[src/rtl/clock_monitor.sv]
// Half-period monitor for a slow divided clock sampled in the clock1M domain.
// Publishes each half-period measurement, tracks lock and raises sticky errors and timeouts.
module clock_monitor #(
  parameter int EXP_HALF   = 50,
  parameter int TOL        = 1,
  parameter int LOCK_COUNT = 4,
  parameter int CW         = 8
) (
  input  logic          clock1M,
  input  logic          reset,
  input  logic          clk_in,
  input  logic          err_clr,
  output logic [CW-1:0] half_period,
  output logic          meas_valid,
  output logic          locked,
  output logic          err,
  output logic          timeout
);

  localparam int GW = (LOCK_COUNT < 2) ? 1 : $clog2(LOCK_COUNT + 1);
  localparam logic [CW-1:0] CNT_ONE  = CW'(1);
  localparam logic [CW-1:0] CNT_MAX  = {CW{1'b1}};
  localparam logic [CW-1:0] TMO      = CW'(2 * EXP_HALF);
  localparam logic [GW-1:0] GOOD_ONE = GW'(1);
  localparam logic [GW-1:0] GOOD_TGT = GW'(LOCK_COUNT);
  localparam logic [31:0]   LO32     = (EXP_HALF > TOL) ? 32'(EXP_HALF - TOL) : 32'd0;
  localparam logic [31:0]   HI32     = 32'(EXP_HALF + TOL);

  typedef enum logic [1:0] {
    IDLE   = 2'd0,
    ACQ    = 2'd1,
    LOCKED = 2'd2
  } state_t;

  state_t        state, state_next;
  logic [GW-1:0] good, good_next;
  logic [GW-1:0] good_inc;
  logic          s1, s2, s3;
  logic          edge_evt;
  logic [CW-1:0] cnt;
  logic          meas_good;
  logic          timeout_hit;
  logic          publish;
  logic          tmo_evt;
  logic          err_set;

  function automatic logic [CW-1:0] sat_inc(input logic [CW-1:0] v);
    return (v == CNT_MAX) ? v : v + CNT_ONE;
  endfunction

  // Full-width unsigned window test; a saturated count always lands outside it.
  function automatic logic in_tol(input logic [CW-1:0] m);
    logic [31:0] mu;
    mu = 32'(m);
    return (mu >= LO32) && (mu <= HI32);
  endfunction

  assign meas_good   = in_tol(cnt);
  assign timeout_hit = (cnt >= TMO);
  assign good_inc    = good + GOOD_ONE;

  // Stage 0: synchronizer, delay flop, registered edge event and interval counter
  always_ff @(posedge clock1M or negedge reset) begin
    if (!reset) begin
      s1       <= 1'b0;
      s2       <= 1'b0;
      s3       <= 1'b0;
      edge_evt <= 1'b0;
      cnt      <= '0;
    end else begin
      s1       <= clk_in;
      s2       <= s1;
      s3       <= s2;
      edge_evt <= s2 ^ s3;
      cnt      <= edge_evt ? CNT_ONE : sat_inc(cnt);
    end
  end

  always_ff @(posedge clock1M or negedge reset) begin
    if (!reset) begin
      state <= IDLE;
      good  <= '0;
    end else begin
      state <= state_next;
      good  <= good_next;
    end
  end

  always_comb begin
    state_next = state;
    good_next  = good;
    unique case (state)
      IDLE: begin
        if (edge_evt) begin
          state_next = ACQ;
          good_next  = '0;
        end
      end
      ACQ: begin
        if (edge_evt) begin
          if (meas_good) begin
            good_next = good_inc;
            if (good_inc == GOOD_TGT) state_next = LOCKED;
          end else begin
            good_next = '0;
          end
        end else if (timeout_hit) begin
          state_next = IDLE;
          good_next  = '0;
        end
      end
      LOCKED: begin
        if (edge_evt) begin
          if (!meas_good) begin
            state_next = ACQ;
            good_next  = '0;
          end
        end else if (timeout_hit) begin
          state_next = IDLE;
          good_next  = '0;
        end
      end
      default: begin
        state_next = IDLE;
        good_next  = '0;
      end
    endcase
  end

  // An edge arriving in the timeout cycle takes precedence and is measured normally.
  always_comb begin
    publish = 1'b0;
    tmo_evt = 1'b0;
    err_set = 1'b0;
    if (state != IDLE) begin
      publish = edge_evt;
      tmo_evt = !edge_evt && timeout_hit;
    end
    if (state == LOCKED) begin
      err_set = (edge_evt && !meas_good) || (!edge_evt && timeout_hit);
    end
  end

  // Stage 1: registered outputs; locked follows the next state so it rises with meas_valid
  always_ff @(posedge clock1M or negedge reset) begin
    if (!reset) begin
      half_period <= '0;
      meas_valid  <= 1'b0;
      locked      <= 1'b0;
      err         <= 1'b0;
      timeout     <= 1'b0;
    end else begin
      meas_valid <= publish;
      timeout    <= tmo_evt;
      locked     <= (state_next == LOCKED);
      if (publish) half_period <= cnt;
      if (err_set) begin
        err <= 1'b1;
      end else if (err_clr) begin
        err <= 1'b0;
      end
    end
  end

endmodule

[config.mk]
export PLATFORM = sky130hd
export DESIGN_NAME = clock_monitor
export DESIGN_NICKNAME = d
export VERILOG_FILES = /design/src/rtl/clock_monitor.sv
export SDC_FILE = /design/constraint.sdc
export NUM_CORES = 1
export LEC_CHECK = 0
export CORE_UTILIZATION = 59
export DETAILED_ROUTE_END_ITERATION = 16
export GPL_TIMING_DRIVEN = 0
export PLACE_DENSITY = 0.86
export SLEW_MARGIN = 0
export SYNTH_ARGS = -nofsm -noshare
export SYNTH_HDL_FRONTEND = slang
export SYNTH_SLANG_ARGS = --single-unit
[constraint.sdc]
create_clock -name clock1M -period 4.13 [get_ports clock1M]
set_clock_uncertainty 0.2 [all_clocks]
set_input_delay 0.826 -clock clock1M [delete_from_list [all_inputs] [get_ports clock1M]]
set_output_delay 0.826 -clock clock1M [all_outputs]
set_load 0.005 [all_outputs]
==> summary.md, run 1 <==
The run finished with clean final reports. The initialized floorplan defines 17 standard-cell rows. The highest attainable clock frequency came out at 0.449 GHz. The clock-pin slew of the registers on the worst-case setup and hold paths works out to 0.09 ns.

Synthesis produced a netlist whose cell count is 140. The met1 wire length was 1280 um; the number of global-route vias before repair was 1140. Final global-route overflow total: 0. After detailed routing, the average wire length per cell comes to 15.5 um. The fraction of final layout cells sized beyond drive strength 1 was 0.0988.

In this run, post-CTS hold repair placed 0 buffers. The later pin in the worst-skew pair is clocked with a latency of 0.33 ns. The synthesized netlist occupies a cell area of 1490 um^2. The run gives 0 as the number of design rule violations left after detail routing.

Across the VDD grid, the largest voltage drop is 0.000364 V. For the global router's overall resource usage, the log shows 0.263. TritonCTS built the clock tree. Time the worst path needs with I/O delays and setup: 2.23 ns. The tool flagged a number of max-cap violations equal to 0.

The kind of end point of the critical path is an output port. The run gives 1460 um as the amount of wire on met2 after detailed routing. For this run, the leading register cell type out of synthesis is dfrtp_1. The average cell area after synthesis was 10.6 um^2.

The relative slew slack was 0.580; the overall power of the completed layout was 728 uW. Counting flops and latches in the post-synthesis netlist gives 29. When the netlist entered floorplanning its net count stood at 154. The post-place instance area was 1670 um^2; the area share of the largest cell type after synthesis was 0.487. Detailed routing inserted a total of 1146 vias. The combined buffer and inverter count along the critical path came out at 1. The power density relative to cell area was 422 nW/um^2. After synthesis, the netlist uses 42 different library cells. After routing the design area is 1720 um^2.

Post-CTS timing repair inserted 0 buffers for setup. The run gives 1.20 ns as the critical path data arrival time. Counting every sink on the clock net gives 29. Summed over all instances, the cell type with the most area after synthesis is dfrtp_1. For the pin with the worst max-slew slack, the measured transition is 0.630 ns.

The congestion estimate from routability-driven global placement came to 0.810. In this run the worst path has a maximum fanout of 2. The buffer levels on the longest clock path was 2; the fraction of power spent switching nets was 0.318. The worst setup path is launched from a flip-flop. The routed design uses 147 um of met3 wire. On the worst path, the slowest cell contributes a delay of 0.51 ns. The HPWL after detailed placement is 2010 um.

Among cell families on the critical path, the largest total delay comes from buffers and inverters. Floorplan die height: 52.2 um. Traced cell by cell, the critical path runs through clkdlybuf4s50_1. The number of nets in the finished design was 176. For this block, the initial DRC count from the detailed router was 23. The logs give 16 for the number of I/O pins and 0 for the post-cts sizing count.

The tools report the total count of max-transition violations in the final report as 0. Setup repair after global routing left no endpoint under its margin. After detailed routing, the number of vias per cell comes to 6.03. The aggregate negative setup slack is 0 ns, and the number of enable-type register cells in the synthesized netlist is 0. The pin count of the biggest net entering global routing was 30.

Setup violations remaining at the end of the flow were counted as 0. The min-delay analysis places its worst path in the category flip-flop to flip-flop. Remaining antenna violation count after routing: 0. Final hold violation count: 0.

The run gives 0.469 as the sequential cell fraction of total power. For the share of power burned in the clock network, the log shows 0.243. After floorplanning, the core was sized to cover 2300 um^2.

The number of buffers created by CTS came out at 5. The number of antenna violations at the first check in global routing was 0; the period utilization was 0.539. The logs give 0.648 for the starting utilization of the core area and 0.288 for the combinational group share of total power. The logs give 3.10 ns for the endpoint required time on the critical path and 4 for the iteration count of the initial detailed-routing pass. The tree is rooted in a clkbuf_4. In this run the horizontal extent of the chip is 52.2 um. The run gives 2 as the number of H-tree branching levels. Classification of the worst setup path: flip-flop to output port. The die covers 2730 um^2. The highest layer used for signal routing was met4. Proportion of register bits with asynchronous set or reset after synthesis: 1.00. Compared with the post-synthesis result, the final layout area differs by 15.8%. For this design the total switching power over the nets is 232 uW. The part of the Yosys area used for sequential elements was 0.487; the total leakage power was 0.000805 uW. The internal portion of the total power is 496 uW. Ranked by total cell area, the synthesized netlist is headed by dfrtp_1, ha_1, mux2_2.

The tools report the number of antenna repair diodes as 0. The tools report the number of warnings issued by yosys as 0. The slowest stage of the critical path is the clkdlybuf4s50_1 cell. The first global-routing pass estimated 4980 um of wire.

For this block, the routed nets add up to 2950 um of wire. The total of buffers placed on input and output ports works out to 15.
## cells in the final DEF, fill, tap and decap left out, types with 4 or more instances in the layout
| master | synthesis | final |
|---|---|---|
| dfrtp_1 | 29 | 29 |
| clkdlybuf4s50_1 | 0 | 14 |
| nor2_1 | 11 | 11 |
| ha_1 | 10 | 10 |
| inv_1 | 9 | 9 |
| clkbuf_1 | 7 | 8 |
| nor3_1 | 6 | 6 |
| a31oi_1 | 6 | 6 |
| nand2b_1 | 5 | 5 |
| o21ai_0 | 5 | 5 |
| nand2_1 | 5 | 5 |
| mux2_2 | 5 | 5 |
| clkbuf_4 | 0 | 5 |
| nor2b_1 | 4 | 4 |
## metal layers
| layer | up-vias | global-route usage |
|---|---|---|
| met1 | 558 | 0.329 |
| met5 | - | 0 |
| li1 | 541 | - |
| met3 | 7 | 0.0812 |
| met2 | 40 | 0.419 |
| met4 | 0 | 0.114 |
## final cells by class
class	count	area, um^2
flip-flops and latches	29	726
multi-input cells	94	696
fillers	178	573
repair buffers	15	145
clock buffers	7	55.1
well taps	28	35.0
plain buffers	8	33.8
inverters	9	33.8
## cell families (layout without fill, tap and decap cells)
logic type / Yosys count / in the layout / synth area share
mux: 6 / 6 / 0.0445
flops: 29 / 29 / 0.487
xor+xnor: 4 / 4 / 0.0235
compound gates: 27 / 27 / 0.130
buf+inv: 17 / 39 / 0.0454
fa+ha+maj: 10 / 10 / 0.0840
simple gates: 47 / 47 / 0.185
## registers in the layout, indices dropped and copies added, names as in the netlist
signal,flops
s3,1
s2,1
err,1
good,3
locked,1
s1,1
meas_valid,1
half_period,8
timeout,1
cnt,8
edge_evt,1
state,2
## power groups by stage
stage                     combinational, uW  sequential [uW]  clock [uW]
after floorplan                         131              343           0
after global placement                  198              344           0
after detailed placement                206              347           0
after CTS                               211              341         182
after global routing                    236              345         192
final                                   210              341         177
## per-stage QoR
stage	instances	hold slack, ns	setup WS (ns)	utilization
detailed placement	183	0.137	1.57	0.729
floorplan	140	0.131	2.29	-
finish	190	0.155	1.90	0.751
global placement	183	0.135	1.63	0.729
global route	190	0.160	1.74	0.751
CTS	190	0.157	1.87	0.753
## worst paths after layout
path / startpoint / cells past startpoint / endpoint / slack, ns
worst max-delay path: half_period[5] / 1 / half_period[5] / 1.90
worst min-delay path: s1 / 0 / s2 / 0.15
min in group asynchronous: reset / 1 / half_period[7] / 0.30
worst min register to register: s1 / 0 / s2 / 0.15
worst max register to register: cnt[0] / 6 / locked / 1.97
max in group asynchronous: reset / 1 / cnt[5] / 3.01
## cells in the mapped netlist, types with 2 or more instances
master    instances
a21oi_1           2
a311oi_1          2
a31oi_1           6
and3_1            2
clkbuf_1          7
dfrtp_1          29
ha_1             10
inv_1             9
mux2_2            5
nand2_1           5
nand2b_1          5
nand3_1           2
nand4_1           2
nor2_1           11
nor2b_1           4
nor3_1            6
o21ai_0           5
o21bai_1          2
xnor2_1           3
No activity file was read; power rests on OpenSTA's default activity.
==> inputs of run 2 (changes only) <==
- CORE_UTILIZATION: 59 -> 55
- PLACE_DENSITY: 0.86 -> 0.81
- clock period: 4.13 -> 2.1 ns (I/O delays scaled with it)
==> summary.md, run 2 (synthesis results as in run 1) <==
In this run the remaining antenna-violating nets after routing total 0. The die outline area is 2920 um^2, and the largest fanout of any net on the critical path is 6. Derived from the worst setup path, the maximum achievable clock frequency is 0.491 GHz. Post-detailed-route via-to-cell ratio: 5.93. The congestion estimate from routability-driven global placement came to 0.826. In this run the power density over the cells is 797 nW/um^2. The iteration count of the initial detailed-routing pass was 4. After floorplanning, the core was divided into 18 placement rows. The area growth from synthesis to final layout came out at 17.1%. The largest registers in the layout are cnt: 8 flops, half_period: 8 flops, good: 3 flops. The buffer levels on the longest clock path was 2; the CTS sink count was 29. The H-tree generated during clock tree synthesis spans 2 levels. The logs give 0.202 ns for the worst hold margin and 0 for the final hold violation count. The repair_antennas step left the layout with diodes totalling 0.

The fraction of final layout cells sized beyond drive strength 1 is 0.130, and the aggregate negative setup slack is 0 ns. Startpoint kind of the worst setup timing path: a flip-flop. Leaving out fill and tap cells, the most frequent cell in the layout is dfrtp_1. The total leakage power was 0.000812 uW; the total count of max-transition violations in the final report was 0. In this run the count of I/O pins placed on the die edge is 16. The number of design rule violations left after detail routing is 0, and the die extent in x is 54.0 um. VDD sags by at most 0.000783 V. Number of global-route vias before repair: 1026. Post-place instance area: 1680 um^2.

The tools report the share of the core filled with cells as 0.691. Starting utilization of the core area: 0.590. Class of the tightest hold or removal check: flip-flop to flip-flop. The flow ran to the end, and the final reports show no timing, DRC or antenna violations. The period utilization is 0.970, and the number of antenna violations at the first check in global routing is 0.

The total setup violations reported at the end of the flow came out at 0. In this run the standard cell core region covers 2520 um^2. STA classifies the critical path endpoint as a flip-flop. The floorplan die height is 54.0 um.

Classification of the worst setup path: flip-flop to flip-flop. Setup repair after global routing left no endpoint under its margin. The wire length of the first global-routing pass was 4500 um. The library cells used most frequently in the layout, excluding fill and tap cells, are dfrtp_1, clkdlybuf4s50_1, nor2_1. The net count of the finished layout is 177. Counting the buffers created by CTS gives 5.

For this block, the via count after detailed routing is 1138. Max-cap violations in this run came to 0. For the final global-route overflow total, the log shows 0. The run gives 1950 um as the detailed placement HPWL. The clock reaches the later pin of the worst-skew pair after 0.32 ns. Entering global routing, the biggest net connects 30 pins. After the first detailed-routing iteration, the DRC count stood at 9.

For the final wirelength, the log shows 2730 um. Subtracting the final worst setup slack from the clock period gives 2.04 ns. The tools report the global router's overall resource usage as 0.224. Dividing the detail-routed wire length by the instance count gives 14.2 um. STA puts the critical path data arrival time at 2.09 ns. Data on the critical path is required at its endpoint by 2.16 ns.

The slew at the pin closest to its max-slew limit works out to 0.612 ns. During placement, the flow inserted port buffers numbering 15. TritonCTS built the clock tree. The root buffer cell was clkbuf_4. The relative slew slack was 0.592. The summed area of non-filler cells in the final layout was 1740 um^2; the clock-pin slew of the registers on the worst-case setup and hold paths was 0.09 ns.
## run 2: path summary, 6_finish.rpt
check / from / to / slack [ns] / depth (start not counted)
max: cnt[0] / good[2] / 0.06 / 6
min: s1 / s2 / 0.20 / 0
max reg2reg: cnt[0] / good[2] / 0.06 / 6
min reg2reg: s1 / s2 / 0.20 / 0
max in group asynchronous: reset / cnt[6] / 0.86 / 2
min in group asynchronous: reset / s3 / 0.44 / 2
## run 2: what timing repair did
item	in CTS	in global routing
buffers inserted	0	0
gates resized for setup	0	6
endpoints found under the hold margin	0	29
hold buffers	0	1
setup endpoints to repair	0	10
## run 2: report_power, final
group / switching, uW / internal, uW / total [uW]
Combinational: 215 / 207 / 422
Sequential: 50.6 / 621 / 671
Clock: 181 / 116 / 296
Total: 446 / 943 / 1390
## run 2: layout make-up
type,instances,area [um^2]
fill,194,779
sequential,29,726
multi-input combinational,94,713
timing repair buffer,16,155
clock buffer,5,37.5
tap,30,37.5
buffer,8,35.0
inverter,9,33.8
clock inverter,1,5.00
## run 2: worst max-delay path, cell delays in order (launching register included)
cell and delay [ns]:
dfrtp_1 0.45, inv_1 0.13, ha_1 0.20, nor2b_2 0.18, or3_4 0.40, nor4b_2 0.26, a221o_1 0.14
## run 2: through the flow
step	power, uW	setup slack (ns)	instances
after detailed placement	1090	-0.0254	185
after CTS	1380	0.00509	191
after global placement	1070	-0.0116	185
after global routing	1470	0.0110	192
after floorplan	933	0.256	140
final	1390	0.0628	192
## run 2: metal layers
metal	up-vias	routed length, um	track usage
met5	-	0	0
met4	0	48	0.0897
met3	8	116	0.0650
met2	31	1360	0.385
met1	558	1210	0.259
li1	541	-	-
